==> src/rtl/tx_segment_sequencer.sv <==
// Segment address sequencer on the Ethernet TX clock: walks one RGB-interleaved
// segment per granted frame slot and tags it with the copy index and segment number.
module tx_segment_sequencer #(
  parameter int SEGMENT_BYTES      = 1080,
  parameter int SEGMENT_NUMBER_MAX = 500,
  parameter int PIXELS_PER_FRAME   = 2073600,
  parameter int FINISH_CYCLES      = 3
) (
  input  logic        clk125MHz,
  input  logic        rst,
  input  logic        start,
  input  logic [7:0]  redundancy,
  input  logic [23:0] startaddr,
  output logic        busy,
  output logic [7:0]  txid,
  output logic [15:0] segment_num,
  output logic [23:0] vramaddr,
  output logic [2:0]  vramaddr_c,
  output logic [12:0] count_for_bram,
  output logic [12:0] count_for_bram_b,
  output logic        count_for_bram_en,
  output logic        data_user,
  output logic [23:0] lastaddr,
  output logic        frame_done,
  output logic        segment_wrap
);

  localparam int FW = (FINISH_CYCLES > 1) ? $clog2(FINISH_CYCLES + 1) : 1;
  localparam logic [12:0]   LAST_B   = 13'(SEGMENT_BYTES - 1);
  localparam logic [23:0]   PIX_LAST = 24'(PIXELS_PER_FRAME - 1);
  localparam logic [15:0]   SEG_LAST = 16'(SEGMENT_NUMBER_MAX - 1);
  localparam logic [FW-1:0] FIN_LAST = FW'(FINISH_CYCLES - 1);

  typedef enum logic [1:0] {IDLE, LOAD, PAYLOAD, FINISH} state_t;

  state_t        state, state_d;
  logic [FW-1:0] fin_cnt, fin_cnt_d;
  logic [12:0]   b;
  logic [7:0]    red_l, red_in, txid_load;
  logic [23:0]   vram_inc, vram_step;
  logic          last_byte, last_fin, seg_done, fin_pulse, wrap_d;

  assign busy             = (state != IDLE);
  assign count_for_bram   = b;
  assign count_for_bram_b = b;

  // Datapath helpers; a redundancy of 0 means a single copy.
  always_comb begin
    red_in    = (redundancy == 8'd0) ? 8'd1 : redundancy;
    txid_load = (txid > red_in) ? 8'd1 : txid;
    vram_inc  = (vramaddr == PIX_LAST) ? 24'd0 : vramaddr + 24'd1;
    vram_step = (vramaddr_c == 3'd2) ? vram_inc : vramaddr;
    last_byte = (b == LAST_B);
    last_fin  = (fin_cnt == FIN_LAST);
    seg_done  = (txid == red_l);
  end

  always_comb begin
    state_d   = state;
    fin_cnt_d = '0;
    case (state)
      IDLE:    if (start) state_d = LOAD;
      LOAD:    state_d = PAYLOAD;
      PAYLOAD: if (last_byte) state_d = FINISH;
      FINISH: begin
        if (last_fin) state_d = IDLE;
        else fin_cnt_d = fin_cnt + FW'(1);
      end
      default: state_d = IDLE;
    endcase
    // Pulses are registered so they line up with the final FINISH cycle.
    fin_pulse = (state_d == FINISH) && (fin_cnt_d == FIN_LAST);
    wrap_d    = fin_pulse && seg_done && (segment_num == SEG_LAST);
  end

  always_ff @(posedge clk125MHz) begin
    if (rst) begin
      state             <= IDLE;
      fin_cnt           <= '0;
      red_l             <= 8'd1;
      txid              <= 8'd1;
      segment_num       <= '0;
      vramaddr          <= '0;
      vramaddr_c        <= '0;
      b                 <= '0;
      count_for_bram_en <= 1'b0;
      data_user         <= 1'b0;
      lastaddr          <= '0;
      frame_done        <= 1'b0;
      segment_wrap      <= 1'b0;
    end else begin
      state             <= state_d;
      fin_cnt           <= fin_cnt_d;
      data_user         <= (state_d == PAYLOAD);
      frame_done        <= fin_pulse;
      segment_wrap      <= wrap_d;
      count_for_bram_en <= 1'b0;
      case (state)
        LOAD: begin
          red_l             <= red_in;
          txid              <= txid_load;
          vramaddr          <= startaddr;
          vramaddr_c        <= 3'd0;
          b                 <= 13'd0;
          count_for_bram_en <= (txid_load == 8'd1);
        end
        PAYLOAD: begin
          if (!last_byte) begin
            b                 <= b + 13'd1;
            vramaddr_c        <= (vramaddr_c == 3'd2) ? 3'd0 : vramaddr_c + 3'd1;
            vramaddr          <= vram_step;
            count_for_bram_en <= (txid == 8'd1);
          end else if (txid == 8'd1) begin
            // Only the buffer-filling copy records where the segment ended.
            lastaddr <= vram_step;
          end
        end
        FINISH: begin
          if (last_fin) begin
            if (seg_done) begin
              txid        <= 8'd1;
              segment_num <= (segment_num == SEG_LAST) ? 16'd0 : segment_num + 16'd1;
            end else begin
              txid <= txid + 8'd1;
            end
          end
        end
        default: ;
      endcase
    end
  end

endmodule
==> config.mk <==
export PLATFORM = sky130hd
export DESIGN_NAME = tx_segment_sequencer
export DESIGN_NICKNAME = d
export VERILOG_FILES = /design/src/rtl/tx_segment_sequencer.sv
export SDC_FILE = /design/constraint.sdc
export NUM_CORES = 1
export LEC_CHECK = 0
export ABC_AREA = 0
export CORE_MARGIN = 2
export CORE_UTILIZATION = 45
export CTS_BUF_LIST = sky130_fd_sc_hd__clkbuf_4
export DETAILED_ROUTE_END_ITERATION = 16
export PLACE_DENSITY = 0.74
export SLEW_MARGIN = 20
export SYNTH_ARGS = -nofsm -noshare
export SYNTH_HDL_FRONTEND = slang
export SYNTH_SLANG_ARGS = --single-unit
==> constraint.sdc <==
create_clock -name clk125MHz -period 7.3 [get_ports clk125MHz]
set_clock_uncertainty 0.15 [all_clocks]
set_input_delay 1.46 -clock clk125MHz [delete_from_list [all_inputs] [get_ports clk125MHz]]
set_output_delay 1.46 -clock clk125MHz [all_outputs]
set_load 0.01 [all_outputs]
==> results of run 1 <==
==> critical path, cell delays in order <==
cell and delay (ns):
clkdlybuf4s50_1 0.47, nor4_1 0.37, a41o_1 0.26, ha_1 0.16, and4b_1 0.19, a211oi_1 0.29, o211a_1 0.19, o21ai_1 0.19
a31oi_1 0.26
==> routing by layer <==
metal  track usage [%]  part of all wire (%)
met2             39.42                    47
met1             31.39                    43
met4             8.996                   2.1
met5                 0                     0
met3             5.746                   8.2
==> through the flow <==
step	instances	util [%]	cell area (sq um)	power (mW)	hold WS [ns]
6_report	948	59.60	7188	1.282	0.3179
4_1_cts	948	59.55	7183	1.289	0.3190
3_5_place_dp	932	57.97	6992	0.9074	0.2987
3_3_place_gp	932	57.90	6984	0.9028	0.2797
2_1_floorplan	665	-	5582	0.7920	0.2659
5_1_grt	948	59.60	7188	1.343	0.3269
==> logic make-up (layout without fill, tap and decap cells) <==
family,count (synthesis),in the layout,synth area share (%)
multiplexers,9,9,1.636
flip-flops,104,104,37.30
buffers and inverters,70,185,5.873
adder cells (fa/ha/maj),18,18,4.035
XOR/XNOR,36,36,5.649
AND/OR/NAND/NOR,249,249,25.13
AO/OA/AOI/OAI,179,179,20.38
==> cell type report <==
class                   instances  area [sq um]
clock buffers                   9         67.56
clock inverters                 7         123.9
fillers                      1106          4873
inverters                      25         93.84
multi-input cells             491          3184
flip-flops and latches        104          2082
well taps                     168         210.2
repair buffers                144          1426
==> power by group through the flow <==
| stage | Clock [mW] | Sequential [mW] | Combinational, mW |
|---|---|---|---|
| after global placement | 0 | 0.647 | 0.256 |
| after detailed placement | 0 | 0.648 | 0.259 |
| after floorplan | 0 | 0.646 | 0.146 |
| final | 0.382 | 0.637 | 0.263 |
| after CTS | 0.392 | 0.636 | 0.261 |
| after global routing | 0.412 | 0.642 | 0.289 |
==> sequential cells by signal (all words and copies together) (netlist names) <==
signal             count
lastaddr              24
vramaddr              24
segment_num           16
count_for_bram        13
red_l                  8
txid                   8
vramaddr_c             3
fin_cnt                2
state                  2
count_for_bram_en      1
data_user              1
frame_done             1
segment_wrap           1
==> final timing paths <==
path | from | end | slack [ns] | depth (start not counted)
min reg2reg | lastaddr[12] | lastaddr[12] | 0.32 | 2
min | lastaddr[12] | lastaddr[12] | 0.32 | 2
max | redundancy[2] | txid[3] | 3.71 | 9
max reg2reg | txid[5] | segment_num[4] | 3.76 | 5
==> synthesized netlist by cell type, types with 2 or more instances <==
master     count  area (sq um)
nor4_1         9         56.30
nand3b_1       7         52.55
a311oi_1       3         26.28
xnor2_1       10         87.58
o21ai_1        2         10.01
buf_2          4         20.02
nand3_1       29         145.1
nor2_1        50         187.7
buf_4         14         105.1
clkbuf_1      23         86.33
or4_1         10         75.07
a221oi_1       3         26.28
o21ai_0       34         170.2
o31ai_1        8         60.06
a22oi_1       10         75.07
o22ai_1        7         43.79
a21oi_1       56         280.3
inv_1         24         90.09
o2bb2ai_1      8         70.07
dfxtp_1      104          2082
a31oi_1       16         100.1
nand2b_1       5         31.28
and4_1        11         96.34
or3_1          8         50.05
and3_1        10         62.56
nor4_4         3         63.81
mux2i_1        8         80.08
nor3b_1        4         30.03
buf_1          3         11.26
o221ai_1       2         17.52
nor2b_1        2         12.51
and2_1         7         43.79
nand4b_1       3         26.28
nand2_1       46         172.7
a41o_1         2         20.02
a32o_1         2         20.02
nor4b_1        2         17.52
ha_1          18         225.2
xor2_1        26         227.7
or2_2          3         18.77
nor3_1        13         65.06
a21o_1         4         30.03
nand4_1       22         137.6
a211oi_1       9         67.56
==> layout by cell type, fill, tap and decap left out, types with 8 or more instances in the layout <==
cell type	instances
a211oi_1	9
a21oi_1	56
a22oi_1	10
a31oi_1	16
and3_1	10
and4_1	11
clkbuf_4	9
clkdlybuf4s50_1	139
dfxtp_1	104
ha_1	18
inv_1	24
mux2i_1	8
nand2_1	46
nand3_1	29
nand4_1	22
nor2_1	50
nor3_1	13
nor4_1	9
o21ai_0	34
o2bb2ai_1	8
o31ai_1	8
or3_1	8
or4_1	10
xnor2_1	10
xor2_1	26
==> load_flow_metrics.sql, run 1 <==
INSERT INTO impl_metrics (metric_group, metric, value, unit) VALUES
('power', 'pwr-share-comb', '20.5', '%'),
('routing', 'detailroute.via_count', '5667', ''),
('power', 'irDropWorstVdd', '0.0001129', 'V'),
('sta', 'final-max-slew-violation-count', '0', ''),
('setup_path', 'cp-start-kind', 'input port', ''),
('grt', 'track_usage', '24.26', '%'),
('die', 'design.die.area', '0.01331', 'sq mm'),
('die', 'boundaryPins', '141', ''),
('routing', 'drt_total_wl', '16.19', 'mm'),
('placed_design', 'post-dp-hpwl', '11.52', 'mm'),
('clock_network', 'post_cts.repair.setup_buffers', '0', ''),
('sta', 'relSlewSlack', '26.80', '%'),
('sta', 'post-route-min-period', '3.589', 'ns'),
('clock_network', 'tritoncts_clock_tree', 'done', ''),
('clock_network', 'cts_num_sinks', '104', ''),
('hold_path', 'worst_hold_path_type', 'reg -> reg', ''),
('grt', 'pin_count_of_the_biggest_net_entering_global_routing', '59', ''),
('die', 'die_w', '115.4', 'microns'),
('placed_design', 'port_buffers', '140', ''),
('die', 'core.rowCount', '40', ''),
('synthesis', 'yosys_most_used_dff', 'dfxtp_1', ''),
('die', 'die-height', '115.4', 'microns'),
('synthesis', 'syn_area_per_cell', '8.393', 'sq um'),
('sta', 'finalSetupViolCount', '0', ''),
('die', 'coreArea', '0.01206', 'sq mm'),
('placed_design', 'place.gp.congestion', '0.8836', ''),
('synthesis', 'synth_warnings', '0', ''),
('sta', 'worst_slew_pin_slew', '1.091', 'ns'),
('power', 'power_frac_clock', '29.8', '%'),
('routing', 'antenna_left', '0', ''),
('clock_network', 'insertion_delay', '0.47', 'ns'),
('clock_network', 'h-tree-depth', '3', ''),
('setup_path', 'cp_data_required_time', '7.55', 'ns'),
('power', 'total_switching_power', '389.2', 'uW'),
('power', 'power.internal', '893.3', 'uW'),
('job', 'max-cap-violations', '0', ''),
('clock_network', 'clock_tree.buffer_depth', '2', ''),
('routing', 'route.detailed.vias_per_inst', '5.978', ''),
('die', 'initial_core_util', '46.28', '%'),
('clock_network', 'clockRootBuffer', 'clkbuf_4', ''),
('synthesis', 'synth_nets', '718', ''),
('power', 'leakagePower', '2.477', 'nW'),
('routing', 'detail_route.first_pass.iterations', '6', ''),
('finish', 'synthToLayoutAreaGrowth', '28.78', '%'),
('clock_network', 'clk_pin_slew_worst_paths', '0.16', 'ns'),
('synthesis', 'ys_seq_area_share', '37.30', '%'),
('setup_path', 'worst_setup_path_end_kind', 'flop', ''),
('routing', 'drt_first_iter_violations', '492', ''),
('routing', 'wl_per_cell', '17.08', 'microns'),
('sta', 'final_critical_path_setup_slack', '3.711', 'ns'),
('sta', 'final-hold-violation-count', '0', ''),
('grt', 'first_global_vias', '5366', ''),
('placed_design', 'post-place-ws', '3.308', 'ns'),
('sta', 'fmax', '278.7', 'MHz'),
('finish', 'number_of_nets_in_the_layout', '828', ''),
('sta', 'fin_crit_sh', '49.16', '%'),
('synthesis', 'asyncSetResetFlopFracSynth', '0', '%'),
('synthesis', 'postSynthCellCount', '665', ''),
('outcome', 'status', 'complete, no violations', ''),
('synthesis', 'synth_cell_type_count', '65', ''),
('clock_network', 'post_cts_resized', '0', ''),
('sta', 'rsz0062_at_grt', 'no', ''),
('setup_path', 'worstPathMaxFanout', '7', ''),
('grt', 'globalRoute.totalOverflow', '0', ''),
('synthesis', 'synthesis.area', '0.005582', 'sq mm'),
('sta', 'totalNegativeSetupSlack', '0', 'ns'),
('grt', 'grt_first_pass_wirelength', '26.17', 'mm'),
('synthesis', 'synth_edf_count', '0', ''),
('clock_network', 'numCtsBuffers', '9', ''),
('synthesis', 'synth-seq-cells', '104', ''),
('grt', 'antenna_violations_before_repair', '0', ''),
('power', 'power.share.sequential', '49.7', '%'),
('power', 'power.density_cell_area', '178.4', 'mW/mm^2'),
('finish', 'antennaDiodeCount', '0', ''),
('clock_network', 'cts.hold.buffers_added', '0', ''),
('routing', 'route.detailed.drc', '0', ''),
('setup_path', 'worst_setup_path_type', 'in -> reg', ''),
('power', 'power.switching_fraction', '30.35', '%'),
('setup_path', 'cp_data_arrival_time', '3.84', 'ns'),
('finish', 'layout_cell_share_with_drive_strength_beyond_1', '4.615', '%');
Note: power is estimated with default switching activity, not from simulation.
==> inputs of run 2 (changes only) <==
clock period = 3.7 ns   (was 7.3 ns; I/O delays follow)
==> run 2 against run 1 <==
  * Cell count increased by 0.53%
  * Total power increased by 83%
  * Sequential power is 98% higher
  * Die area unchanged
  * Register-to-register slack lost 3.1 ns
  * First-iteration DRC count shrank 10%
  * Combinational power increased by 99%
  * Critical path depth fell by 4
  * Flip-flop and latch count is the same
==> load_flow_metrics.sql, run 2 (synthesized netlist as in run 1, its figures left out) <==
INSERT INTO impl_metrics (metric_group, metric, value, unit) VALUES
('clock_network', 'post_cts.repair.setup_buffers', '0', ''),
('clock_network', 'cts_num_sinks', '104', ''),
('hold_path', 'timing.hold.worst.start', 'lastaddr[11]', ''),
('setup_path', 'cp-start-kind', 'flop', ''),
('power', 'power.density_cell_area', '327.9', 'mW/mm^2'),
('sta', 'final_critical_path_setup_slack', '0.6848', 'ns'),
('clock_network', 'insertion_delay', '0.52', 'ns'),
('grt', 'first_global_vias', '5289', ''),
('clock_network', 'clock_tree.buffer_depth', '2', ''),
('power', 'power.total', '2.344', 'mW'),
('sta', 'worst_slew_pin_slew', '0.8139', 'ns'),
('setup_path', 'cp_data_arrival_time', '3.34', 'ns'),
('power', 'irDropWorstVdd', '0.0002088', 'V'),
('power', 'leakagePower', '2.468', 'nW'),
('routing', 'drt_total_wl', '16.38', 'mm'),
('clock_network', 'post_cts_resized', '0', ''),
('sta', 'finalSetupViolCount', '0', ''),
('placed_design', 'post-place-ws', '0.4383', 'ns'),
('grt', 'track_usage', '24.99', '%'),
('sta', 'rsz0062_at_grt', 'no', ''),
('setup_path', 'worst_setup_path_end_kind', 'flop', ''),
('finish', 'number_of_nets_in_the_layout', '833', ''),
('grt', 'globalRoute.totalOverflow', '0', ''),
('clock_network', 'numCtsBuffers', '9', ''),
('setup_path', 'worst_path_largest_cell_delay', '0.73', 'ns'),
('job', 'max-cap-violations', '0', ''),
('setup_path', 'critPathLaunch', 'txid[5]', ''),
('finish', 'reg_top3', 'lastaddr: 24 flops, vramaddr: 24 flops, segment_num: 16 flops', ''),
('clock_network', 'clockRootBuffer', 'clkbuf_4', ''),
('setup_path', 'cp_data_required_time', '4.03', 'ns'),
('clock_network', 'tritoncts_clock_tree', 'done', ''),
('finish', 'n_fill_cell', '1082', ''),
('die', 'die-height', '115.4', 'microns'),
('clock_network', 'h-tree-depth', '3', ''),
('setup_path', 'worstPathMaxFanout', '25', ''),
('routing', 'route.detailed.drc', '0', ''),
('die', 'design.die.area', '0.01331', 'sq mm'),
('setup_path', 'critical_path_s_top_delay_family', 'simple AND/OR/NAND/NOR gates', ''),
('sta', 'fmax', '331.7', 'MHz'),
('setup_path', 'worstPathCellList', 'xor2_1 > nor4_4 > nand3_1 > or4_1 > a21oi_1', ''),
('outcome', 'status', 'complete, no violations', ''),
('placed_design', 'place.gp.congestion', '0.9112', ''),
('finish', 'antennaDiodeCount', '0', ''),
('finish', 'utilization', '59.27', '%'),
('setup_path', 'timing.critical_path.slowest_stage_cell', 'or4_1', ''),
('clock_network', 'clk_pin_slew_worst_paths', '0.18', 'ns'),
('finish', 'layout_cell_share_with_drive_strength_beyond_1', '5.096', '%'),
('die', 'coreArea', '0.01206', 'sq mm'),
('grt', 'grt_first_pass_wirelength', '26.39', 'mm'),
('setup_path', 'worst_setup_path_type', 'reg -> reg', ''),
('finish', 'final-instance-count-excl-fill', '953', ''),
('routing', 'drt_first_iter_violations', '443', ''),
('placed_design', 'place.detailed.instances', '937', ''),
('die', 'initial_core_util', '46.28', '%'),
('sta', 'post-route-min-period', '3.015', 'ns'),
('routing', 'antenna_left', '0', ''),
('finish', 'layout_commonest_cell', 'clkdlybuf4s50_1', ''),
('setup_path', 'worst_r2r_startpoint', 'txid[5]', ''),
('placed_design', 'post-dp-hpwl', '11.86', 'mm'),
('finish', 'synthToLayoutAreaGrowth', '28.09', '%'),
('die', 'die_w', '115.4', 'microns'),
('setup_path', 'path_buf_inv', '0', ''),
('sta', 'totalNegativeSetupSlack', '0', 'ns'),
('routing', 'route.detailed.vias_per_inst', '5.900', ''),
('sta', 'final-hold-violation-count', '0', ''),
('routing', 'detail_route.first_pass.iterations', '4', ''),
('routing', 'wl_per_cell', '17.19', 'microns'),
('placed_design', 'port_buffers', '140', ''),
('clock_network', 'cts.hold.buffers_added', '0', ''),
('sta', 'final-max-slew-violation-count', '0', ''),
('sta', 'fin_crit_sh', '81.49', '%'),
('hold_path', 'worst_hold_path_type', 'reg -> reg', ''),
('finish', 'final_cell_mix', 'clkdlybuf4s50_1 (139), dfxtp_1 (104), a21oi_1 (56)', ''),
('die', 'boundaryPins', '141', ''),
('die', 'core.rowCount', '40', ''),
('grt', 'antenna_violations_before_repair', '0', ''),
('grt', 'pin_count_of_the_biggest_net_entering_global_routing', '40', ''),
('sta', 'relSlewSlack', '44.97', '%'),
('routing', 'detailroute.via_count', '5623', '');
-- run 2: changes by cell type in the layout (fill, tap and decap cells not counted) --
cell	previous run	this run
a41oi_1	0	1
a41oi_2	1	0
buf_4	4	9
bufinv_16	3	0
clkinv_2	0	1
clkinv_4	0	2
clkinvlp_4	1	2
inv_6	3	2
-- run 2: final cells by class --
class	instances	area (sq um)	share of cell area (%)
clock buffer	9	67.56	0.9450
inverter	25	93.84	1.313
clock inverter	7	55.05	0.7700
timing repair buffer	149	1464	20.48
tap	168	210.2	2.940
sequential	104	2082	29.12
multi-input combinational	491	3177	44.43
-- run 2: report_power, final --
group	internal [mW]	leakage, nW	switching [mW]
combinational	0.243	1.56	0.280
clock	0.144	0.0629	0.419
sequential	1.17	0.842	0.0841
total	1.56	2.47	0.783
-- run 2: routing by layer --
metal	GRT usage, %	wire (microns)	vias up
li1	-	-	2684
met5	0	0	-
met4	9.719	401	0
met2	40.62	7740	219
met3	6.273	1181	31
met1	31.92	7056	2689
-- run 2: path summary, 6_finish.rpt --
kind / endpoint / slack (ns) / cells past startpoint
setup / recovery: segment_num[7] / 0.68 / 5
hold / removal: lastaddr[11] / 0.32 / 2
setup reg to reg: segment_num[7] / 0.68 / 5
hold reg to reg: lastaddr[11] / 0.32 / 2
-- run 2: worst reg2reg max path, stage by stage, from the launching register on --
cell     delay, ns
dfxtp_1       0.61
xor2_1        0.17
nor4_4        0.48
nand3_1       0.69
or4_1         0.74
a21oi_1       0.15
-- run 2: metrics by stage --
stage / hold WS (ns) / area, sq um
after floorplan: 0.2659 / 5582
after global placement: 0.2806 / 7022
after detailed placement: 0.2970 / 7022
after CTS: 0.3197 / 7144
after global routing: 0.3274 / 7149
final: 0.3172 / 7149
